`src/rtl/dcache_controller.sv`:
```
// Direct-mapped, write-back, write-allocate data cache controller.
// Read hits resolve combinationally; misses walk WRITEBACK/FETCH/UPDATE against multi-cycle memory.
module dcache_controller #(
    parameter int unsigned NBLOCKS     = 8,
    parameter int unsigned BLOCK_BYTES = 4
) (
    input  logic                                  CLK,
    input  logic                                  RESET,
    input  logic                                  READ,
    input  logic                                  WRITE,
    input  logic [7:0]                            ADDRESS,
    input  logic [7:0]                            WRITEDATA,
    output logic [7:0]                            READDATA,
    output logic                                  BUSYWAIT,
    output logic                                  MEM_READ,
    output logic                                  MEM_WRITE,
    output logic [7-$clog2(BLOCK_BYTES):0]        MEM_ADDRESS,
    output logic [8*BLOCK_BYTES-1:0]              MEM_WRITEDATA,
    input  logic [8*BLOCK_BYTES-1:0]              MEM_READDATA,
    input  logic                                  MEM_BUSYWAIT
);

    localparam int unsigned IdxW = $clog2(NBLOCKS);
    localparam int unsigned OffW = $clog2(BLOCK_BYTES);
    localparam int unsigned TagW = 8 - IdxW - OffW;
    localparam int unsigned BlkW = 8 * BLOCK_BYTES;

    typedef enum logic [1:0] {
        StIdle,
        StWriteback,
        StFetch,
        StUpdate
    } state_e;

    state_e state_q, state_d;

    logic [NBLOCKS-1:0] valid_q, valid_d;
    logic [NBLOCKS-1:0] dirty_q, dirty_d;
    logic [TagW-1:0]    tag_q  [NBLOCKS];
    logic [BlkW-1:0]    data_q [NBLOCKS];
    logic [7:0]         readdata_q, readdata_d;

    logic [TagW-1:0] addr_tag;
    logic [IdxW-1:0] addr_idx;
    logic [OffW-1:0] addr_off;
    logic [BlkW-1:0] blk;
    logic [7:0]      sel_byte;
    logic            hit;
    logic            req;
    logic            is_rd;
    logic            line_dirty;

    logic            data_we;
    logic            tag_we;
    logic [BlkW-1:0] data_wdata;

    assign addr_tag   = ADDRESS[7 -: TagW];
    assign addr_idx   = ADDRESS[OffW +: IdxW];
    assign addr_off   = ADDRESS[OffW-1:0];
    assign blk        = data_q[addr_idx];
    assign sel_byte   = blk[{addr_off, 3'b000} +: 8];
    assign hit        = valid_q[addr_idx] && (tag_q[addr_idx] == addr_tag);
    assign req        = READ | WRITE;
    // A simultaneous READ and WRITE is a store.
    assign is_rd      = READ & ~WRITE;
    assign line_dirty = valid_q[addr_idx] & dirty_q[addr_idx];

    // State register
    always_ff @(posedge CLK or negedge RESET) begin
        if (!RESET) begin
            state_q <= StIdle;
        end else begin
            state_q <= state_d;
        end
    end

    // Next-state logic
    always_comb begin
        state_d = state_q;
        unique case (state_q)
            StIdle: begin
                if (req && !hit) begin
                    state_d = line_dirty ? StWriteback : StFetch;
                end
            end
            StWriteback: begin
                if (!MEM_BUSYWAIT) begin
                    state_d = StFetch;
                end
            end
            StFetch: begin
                if (!MEM_BUSYWAIT) begin
                    state_d = StUpdate;
                end
            end
            StUpdate: begin
                state_d = StIdle;
            end
            default: state_d = StIdle;
        endcase
    end

    // Output logic
    always_comb begin
        MEM_READ      = 1'b0;
        MEM_WRITE     = 1'b0;
        MEM_ADDRESS   = '0;
        MEM_WRITEDATA = '0;
        unique case (state_q)
            StWriteback: begin
                MEM_WRITE     = 1'b1;
                MEM_ADDRESS   = {tag_q[addr_idx], addr_idx};
                MEM_WRITEDATA = blk;
            end
            StFetch: begin
                MEM_READ    = 1'b1;
                MEM_ADDRESS = {addr_tag, addr_idx};
            end
            default: ;
        endcase
        // Gated by RESET so the stall drops asynchronously even if a request is held.
        BUSYWAIT   = RESET && ((state_q != StIdle) || (req && !hit));
        readdata_d = readdata_q;
        if ((state_q == StIdle) && is_rd && hit) begin
            readdata_d = sel_byte;
        end
        READDATA = readdata_d;
    end

    // Storage update: store hits in IDLE, line refill on leaving UPDATE
    always_comb begin
        valid_d    = valid_q;
        dirty_d    = dirty_q;
        data_we    = 1'b0;
        tag_we     = 1'b0;
        data_wdata = blk;
        if ((state_q == StIdle) && WRITE && hit) begin
            data_we                              = 1'b1;
            data_wdata[{addr_off, 3'b000} +: 8] = WRITEDATA;
            dirty_d[addr_idx]                    = 1'b1;
        end else if (state_q == StUpdate) begin
            data_we           = 1'b1;
            tag_we            = 1'b1;
            data_wdata        = MEM_READDATA;
            valid_d[addr_idx] = 1'b1;
            dirty_d[addr_idx] = 1'b0;
        end
    end

    always_ff @(posedge CLK or negedge RESET) begin
        if (!RESET) begin
            valid_q    <= '0;
            dirty_q    <= '0;
            readdata_q <= '0;
        end else begin
            valid_q    <= valid_d;
            dirty_q    <= dirty_d;
            readdata_q <= readdata_d;
        end
    end

    // Tags and data are qualified by valid, so they need no reset.
    always_ff @(posedge CLK) begin
        if (data_we) begin
            data_q[addr_idx] <= data_wdata;
        end
        if (tag_we) begin
            tag_q[addr_idx] <= addr_tag;
        end
    end

endmodule

```
`config.mk`:
```
export PLATFORM = sky130hd
export DESIGN_NAME = dcache_controller
export DESIGN_NICKNAME = d
export VERILOG_FILES = /design/src/rtl/dcache_controller.sv
export SDC_FILE = /design/constraint.sdc
export NUM_CORES = 1
export LEC_CHECK = 0
export CORE_UTILIZATION = 40
export CTS_CLUSTER_DIAMETER = 200
export DETAILED_ROUTE_END_ITERATION = 6
export PLACE_DENSITY_LB_ADDON = 0.3
export SLEW_MARGIN = 20
export SYNTH_ARGS = -nofsm -noshare
export SYNTH_HDL_FRONTEND = slang
export SYNTH_SLANG_ARGS = --single-unit
```
`constraint.sdc`:
```
create_clock -name CLK -period 5.5 [get_ports CLK]
set_clock_uncertainty 0.1 [all_clocks]
set_input_delay 1.65 -clock CLK [delete_from_list [all_inputs] [get_ports CLK]]
set_output_delay 1.65 -clock CLK [all_outputs]
set_load 0.005 [all_outputs]
```
==> results.toml, run 1 <==
[synthesis]
synth_edf_count = 280
synth_ff_type = "edfxtp_1"
syn_inst = 850
synth_top_family_by_area = "multiplexers"
synth-async-reset-ratio_pct = 8.50
synthMuxAreaShare_pct = 11.1
yosys.area_share.xor_xnor_pct = 0.253
syn-mean-instance-area_um2 = 15.7
ys_seq_area_share_pct = 67.8
synth-compound-area-share_pct = 9.91
yosys.area_share.adder_pct = 0.937
ys_ff_latch = 306
syn-num-nets = 913
synthSimpleGateAreaFrac_pct = 7.22
synth_area_um2 = 13400
yosysWarnings = 0
yosys.cell_types.count = 58

[sta]
fin_ws_ns = -0.108
worst_pin_slew_ns = 1.10
fin_crit_ns = 5.61
fin_crit_sh_pct = 102
setup_tns_ns = -0.432
max_clock_freq_mhz = 178
hold_violations = 0
slew_viol_final = 0
setup_violations = 5
relSlewSlack_pct = 26.6
rsz0062_at_grt = "yes"

[detailed_routing]
vias = 8956
ant_nets = 0
first_iter_violations = 871
first_pass_iters = 6
drcViolationCount = 0
wl_um = 39500
via_per_inst = 5.75
wire_per_inst_um = 25.3

[clocking]
cts_tree = "yes"
numCtsBuffers = 31
clockBufferDepth = 3
root_buffer = "clkbuf_16"
clk_latency_ns = 0.56
htree_levels = 1
cts.sink_count = 306
clkSlewWorstSetupHoldPaths_ns = 0.06

[power_and_ir_drop]
power.density_nw_per_um2 = 387
max-vdd-ir-drop_v = 0.000238
power_w = 0.00677
cellLeakagePower_nw = 6.41

[place]
portBuffers = 101
dp_cells = 1477
globalplace.congestion = 0.841
hpwlAfterDp_um = 26000

[global_routing]
antenna_found_initial = 0
grt_max_degree = 48
first_global_vias = 9007
gr-usage-all-layers_pct = 23.4
grt-ovfl-total = 0
grt_pass1_wl_um = 57600

[final_layout]
synthToLayoutAreaGrowth_pct = 31.0
nets = 1154
fillers = 2674
stdcell_count = 1558
regArea_um2 = 9060
drive_gt1_share_pct = 29.8
antennaDiodeCount = 0
multi_input_area_um2 = 4170

[setup_path]
endpoint_kind = "output port"
cp-startpoint = "ADDRESS[3]"
rr_startpoint = "tag_q[5][2]"
path_max_fanout = 5
cp-start-kind = "input port"
crit_required_ns = 3.75
arrival_ns = 3.86
crit_type = "input port to output port"

[die]
die_area_um2 = 34100
ioPinCount = 102
rows = 66
die_y_um = 185
start_util_pct = 40.8
core_area_um2 = 32700
die_w_um = 185

[status]
violations = "negative setup slack"
status = "finished, violations left"

[flow_run]
max_cap_violations = 0

[worst_hold_path]
holdCritStartpoint = "valid_q[1]"
hp-class = "flop to flop"
## per-stage QoR
stage                     instance area, µm²  setup slack (ns)  hold WS, ns  util, %
after global routing                   17500            -0.176        0.374     53.5
after detailed placement               15900            -0.615        0.344     48.5
after global placement                 15900            -0.584        0.339     48.5
after floorplan                        13400            -0.521        0.323        -
final                                  17500            -0.108        0.360     53.5
after CTS                              17400           -0.0991        0.358     53.1
## where the power goes
part / switching, W / internal (W)
Clock: 0.000885 / 0.00128
Combinational: 0.000910 / 0.000677
Sequential: 0.0000563 / 0.00297
## flip-flops by register name, summed over array words and instances (netlist names), named ones only
signal      flops
data_q        256
readdata_q      8
state_q         2
tag_q          24
valid_q         8
## layout make-up
cell class                 instances  share of cell area (%)
multi-input combinational        474                    23.8
sequential                       306                    51.8
tap                              442                    3.16
clock inverter                    21                    1.35
timing repair buffer             264                    14.9
inverter                          14                   0.300
clock buffer                      37                    4.62
## cells in the mapped netlist, types with 4 or more instances
cell	n	share of area [%]
a22oi_1	26	1.5
clkbuf_1	19	0.53
o21ai_0	27	1.0
inv_1	12	0.34
buf_1	4	0.11
nand3_1	4	0.15
dfrtp_1	26	4.9
a221o_1	36	2.7
and2_1	33	1.5
mux4_2	28	4.7
a221oi_1	20	1.3
nor2_1	36	1.0
edfxtp_1	280	63
a21o_1	6	0.34
buf_2	21	0.79
a22o_1	5	0.33
buf_4	4	0.22
mux2i_1	38	2.8
and3_1	31	1.5
buf_6	8	0.67
ha_1	10	0.94
o221ai_1	9	0.59
nand2_1	48	1.3
nor2b_1	9	0.42
nor3_1	9	0.34
a21oi_1	21	0.79
mux2_2	36	3.0
## final timing paths
path / end / slack, ns / cells after the start
worst max-delay path: READDATA[6] / -0.11 / 13
worst min-delay path: valid_q[1] / 0.36 / 1
min in group asynchronous: state_q[0] / 1.42 / 2
worst min register to register: valid_q[1] / 0.36 / 1
worst max register to register: data_q[1][3] / 1.94 / 8
max in group asynchronous: readdata_q[0] / 3.54 / 2
## what timing repair did
action                                  4_1_cts  5_1_grt
endpoints found under the setup margin       23       21
pin swaps                                     8        4
resized for setup                            87       28
setup buffers                                14        5
hold buffers                                  0        0
gates cloned                                  4        0
## logic make-up (layout without fill, tap and decap cells)
logic type      Yosys count  in the layout
buf+inv                  70            336
mux                     105            105
flops                   306            306
compound gates          172            172
xor+xnor                  3              3
simple gates            184            184
fa+ha+maj                10             10
## worst max-delay path: stages
cell and delay, ns:
buf_8 0.10, and2_4 0.15, a22o_1 0.24, a221oi_2 0.21, buf_4 0.19, xnor2_4 0.12, nand4_1 0.19, nor3_4 0.20
buf_12 0.16, buf_12 0.11, buf_6 0.10, mux2_4 0.30, buf_6 0.12
## placed cells by master, fill, tap and decap left out, types with 23 or more instances in the layout
cell / n
clkbuf_16: 31
clkdlybuf4s50_1: 85
a22oi_1: 23
edfxtp_1: 280
and3_1: 31
mux2_2: 29
dfrtp_1: 26
mux4_2: 28
nand2_1: 47
buf_4: 131
a221o_1: 36
nor2_1: 30
mux2i_1: 37
and2_1: 31
## per-layer routing
layer	global-route usage, %	wire length, µm
met5	0	0
met4	6.98	1060
met3	4.13	3600
met2	36.8	18000
met1	33.0	16700
No activity file was read; power rests on OpenSTA's default activity.
==> run 2: changes to the inputs <==
- CORE_UTILIZATION: 40 -> 25
==> results.toml, run 2 (synthesis results as in run 1) <==
[final_layout]
top_regs = "data_q x256, tag_q x24"
drive_gt1_share_pct = 33.2
fillers = 4995
layout_commonest_cell = "edfxtp_1"
nets = 1178
fin_area_um2 = 18200
antennaDiodeCount = 0
synthToLayoutAreaGrowth_pct = 36.2
largest_reg_flops = 256
stdcell_count = 1825
largest-register = "data_q"
layout_common_cells = "edfxtp_1 (280), buf_4 (151), clkdlybuf4s50_1 (67)"

[setup_path]
slowest_delay_ns = 0.49
r2r_end = "data_q[6][11]"
path_common_cell = "buf_12"
cp_slowest_cell = "mux4_2"
worst-r2r-setup-slack_ns = 1.89
endpoint_kind = "output port"
path_max_fanout = 6
cp-start-kind = "input port"
arrival_ns = 3.96
crit_chain = "buf_12 -> buf_8 -> buf_12 -> buf_12 -> buf_6 -> mux4_2 -> mux2_4 -> mux4_2 -> mux2_4 -> buf_6"
cp_num_buf_inv = 6
worstRegToRegCells = 9
crit_type = "input port to output port"
crit_required_ns = 3.75
rr_startpoint = "tag_q[7][2]"
crit_family = "multiplexers"

[power_and_ir_drop]
power.density_nw_per_um2 = 385
clock_power_share_pct = 32.9
pwr-share-seq_pct = 43.1
p_sw_share_pct = 27.9
power_frac_comb_pct = 24.0
p_switching_w = 0.00196
cellLeakagePower_nw = 6.75
max-vdd-ir-drop_v = 0.000194
internal_power_w = 0.00505

[die]
rows = 84
die_area_um2 = 54300
core_area_um2 = 52700
ioPinCount = 102
die_y_um = 233
start_util_pct = 25.4
die_w_um = 233

[clocking]
clkSlewWorstSetupHoldPaths_ns = 0.06
numCtsBuffers = 35
cts.sink_count = 306
root_buffer = "clkbuf_16"
clockBufferDepth = 3
cts_hold_buf = 0
clk_latency_ns = 0.52
cts_tree = "yes"
htree_levels = 2

[place]
globalplace.congestion = 0.784
hpwlAfterDp_um = 29200
portBuffers = 101
dp_cells = 1725
placed_cell_area_um2 = 16100

[sta]
max_clock_freq_mhz = 175
slew_viol_final = 0
fin_crit_sh_pct = 104
fin_ws_ns = -0.211
worst_pin_slew_ns = 1.14
setup_violations = 9
rsz0062_at_grt = "yes"
hold_violations = 0
relSlewSlack_pct = 23.9
fin_crit_ns = 5.71

[flow_run]
max_cap_violations = 0

[detailed_routing]
wl_um = 44700
wire_per_inst_um = 24.5
vias = 9110
drcViolationCount = 0
first_iter_violations = 894
ant_nets = 0
via_per_inst = 4.99
first_pass_iters = 5

[worst_hold_path]
holdCritStartpoint = "valid_q[0]"
hold_path_depth = 1
min_to = "valid_q[0]"
hp-class = "flop to flop"

[global_routing]
grt_max_degree = 51
gr-usage-all-layers_pct = 16.4
antenna_found_initial = 3
first_global_vias = 9187
grt_pass1_wl_um = 64200
grt-ovfl-total = 0

[status]
violations = "negative setup slack"
status = "finished, violations left"
## run 2: cell count changes in the layout (fill, tap and decap cells not counted), moves of 5 or more
cell             delta
clkdlybuf4s50_1    -18
buf_4              +20
dlygate4sd2_1       +9
clkbuf_16           +8
a22oi_2             +7
o21ai_0             -5
dlymetal6s2s_1      +6
o21ai_2             +5
a22oi_1             -7
## run 2: timing repair
item / in CTS / in global routing
resized for setup: 138 / 43
cloned: 4 / 1
buffers inserted: 29 / 7
endpoints found under the setup margin: 40 / 24
pin swaps: 14 / 7
## run 2: worst register-to-register path: cells and delay by family, from the launching register on
| family | cells | cell delay, ns |
|---|---|---|
| buf+inv | 3 | 0.63 |
| mux | 2 | 0.68 |
| xor+xnor | 1 | 0.16 |
| simple gates | 3 | 1.35 |
| flops | 1 | 0.37 |
## run 2: cell type report
cell class	count	area, µm²	share of cell area, %
Tap cell	688	861	4.73
Inverter	14	56.3	0.310
Multi-Input combinational cell	474	4280	23.5
Sequential cell	306	9060	49.8
Timing Repair Buffer	284	2800	15.4
Clock buffer	40	958	5.27
Clock inverter	19	169	0.929
## run 2: worst max-delay path by stage
stage	start	to	slack, ns	depth (start not counted)
after floorplan	ADDRESS[4]	data_q[3][0]	-0.52	9
after global placement	ADDRESS[4]	READDATA[1]	-0.88	12
after detailed placement	ADDRESS[4]	READDATA[2]	-0.87	9
after CTS	ADDRESS[2]	READDATA[3]	-0.19	10
after global routing	ADDRESS[2]	READDATA[3]	-0.24	10
final	ADDRESS[2]	READDATA[3]	-0.21	10
## run 2: stage by stage
step | hold slack (ns) | TNS, ns | worst slack [ns] | util [%] | power (W)
floorplan | 0.323 | -49.96 | -0.521 | - | 0.00384
global placement | 0.344 | -15.22 | -0.884 | 30.6 | 0.00463
detailed placement | 0.346 | -15.22 | -0.869 | 30.6 | 0.00465
CTS | 0.369 | -1.19 | -0.188 | 34.1 | 0.00702
global route | 0.384 | -1.77 | -0.243 | 34.5 | 0.00726
finish | 0.361 | -1.16 | -0.211 | 34.5 | 0.00701
## run 2: power groups by stage
stage / Combinational, W / Clock (W) / Sequential (W)
final: 0.00168 / 0.00231 / 0.00302
after global routing: 0.00180 / 0.00243 / 0.00304
after CTS: 0.00165 / 0.00235 / 0.00302
after detailed placement: 0.00158 / 0 / 0.00307
after global placement: 0.00157 / 0 / 0.00306
after floorplan: 0.000785 / 0 / 0.00305
## run 2: metal layers
metal  wire, µm  global-route usage (%)  vias to the layer above
met2      20100                    25.3                      422
met3       3350                    3.17                       65
met1      20400                    23.6                     4697
met5         11                       0                        -
met4        888                    3.96                        2
li1           -                       -                     3924
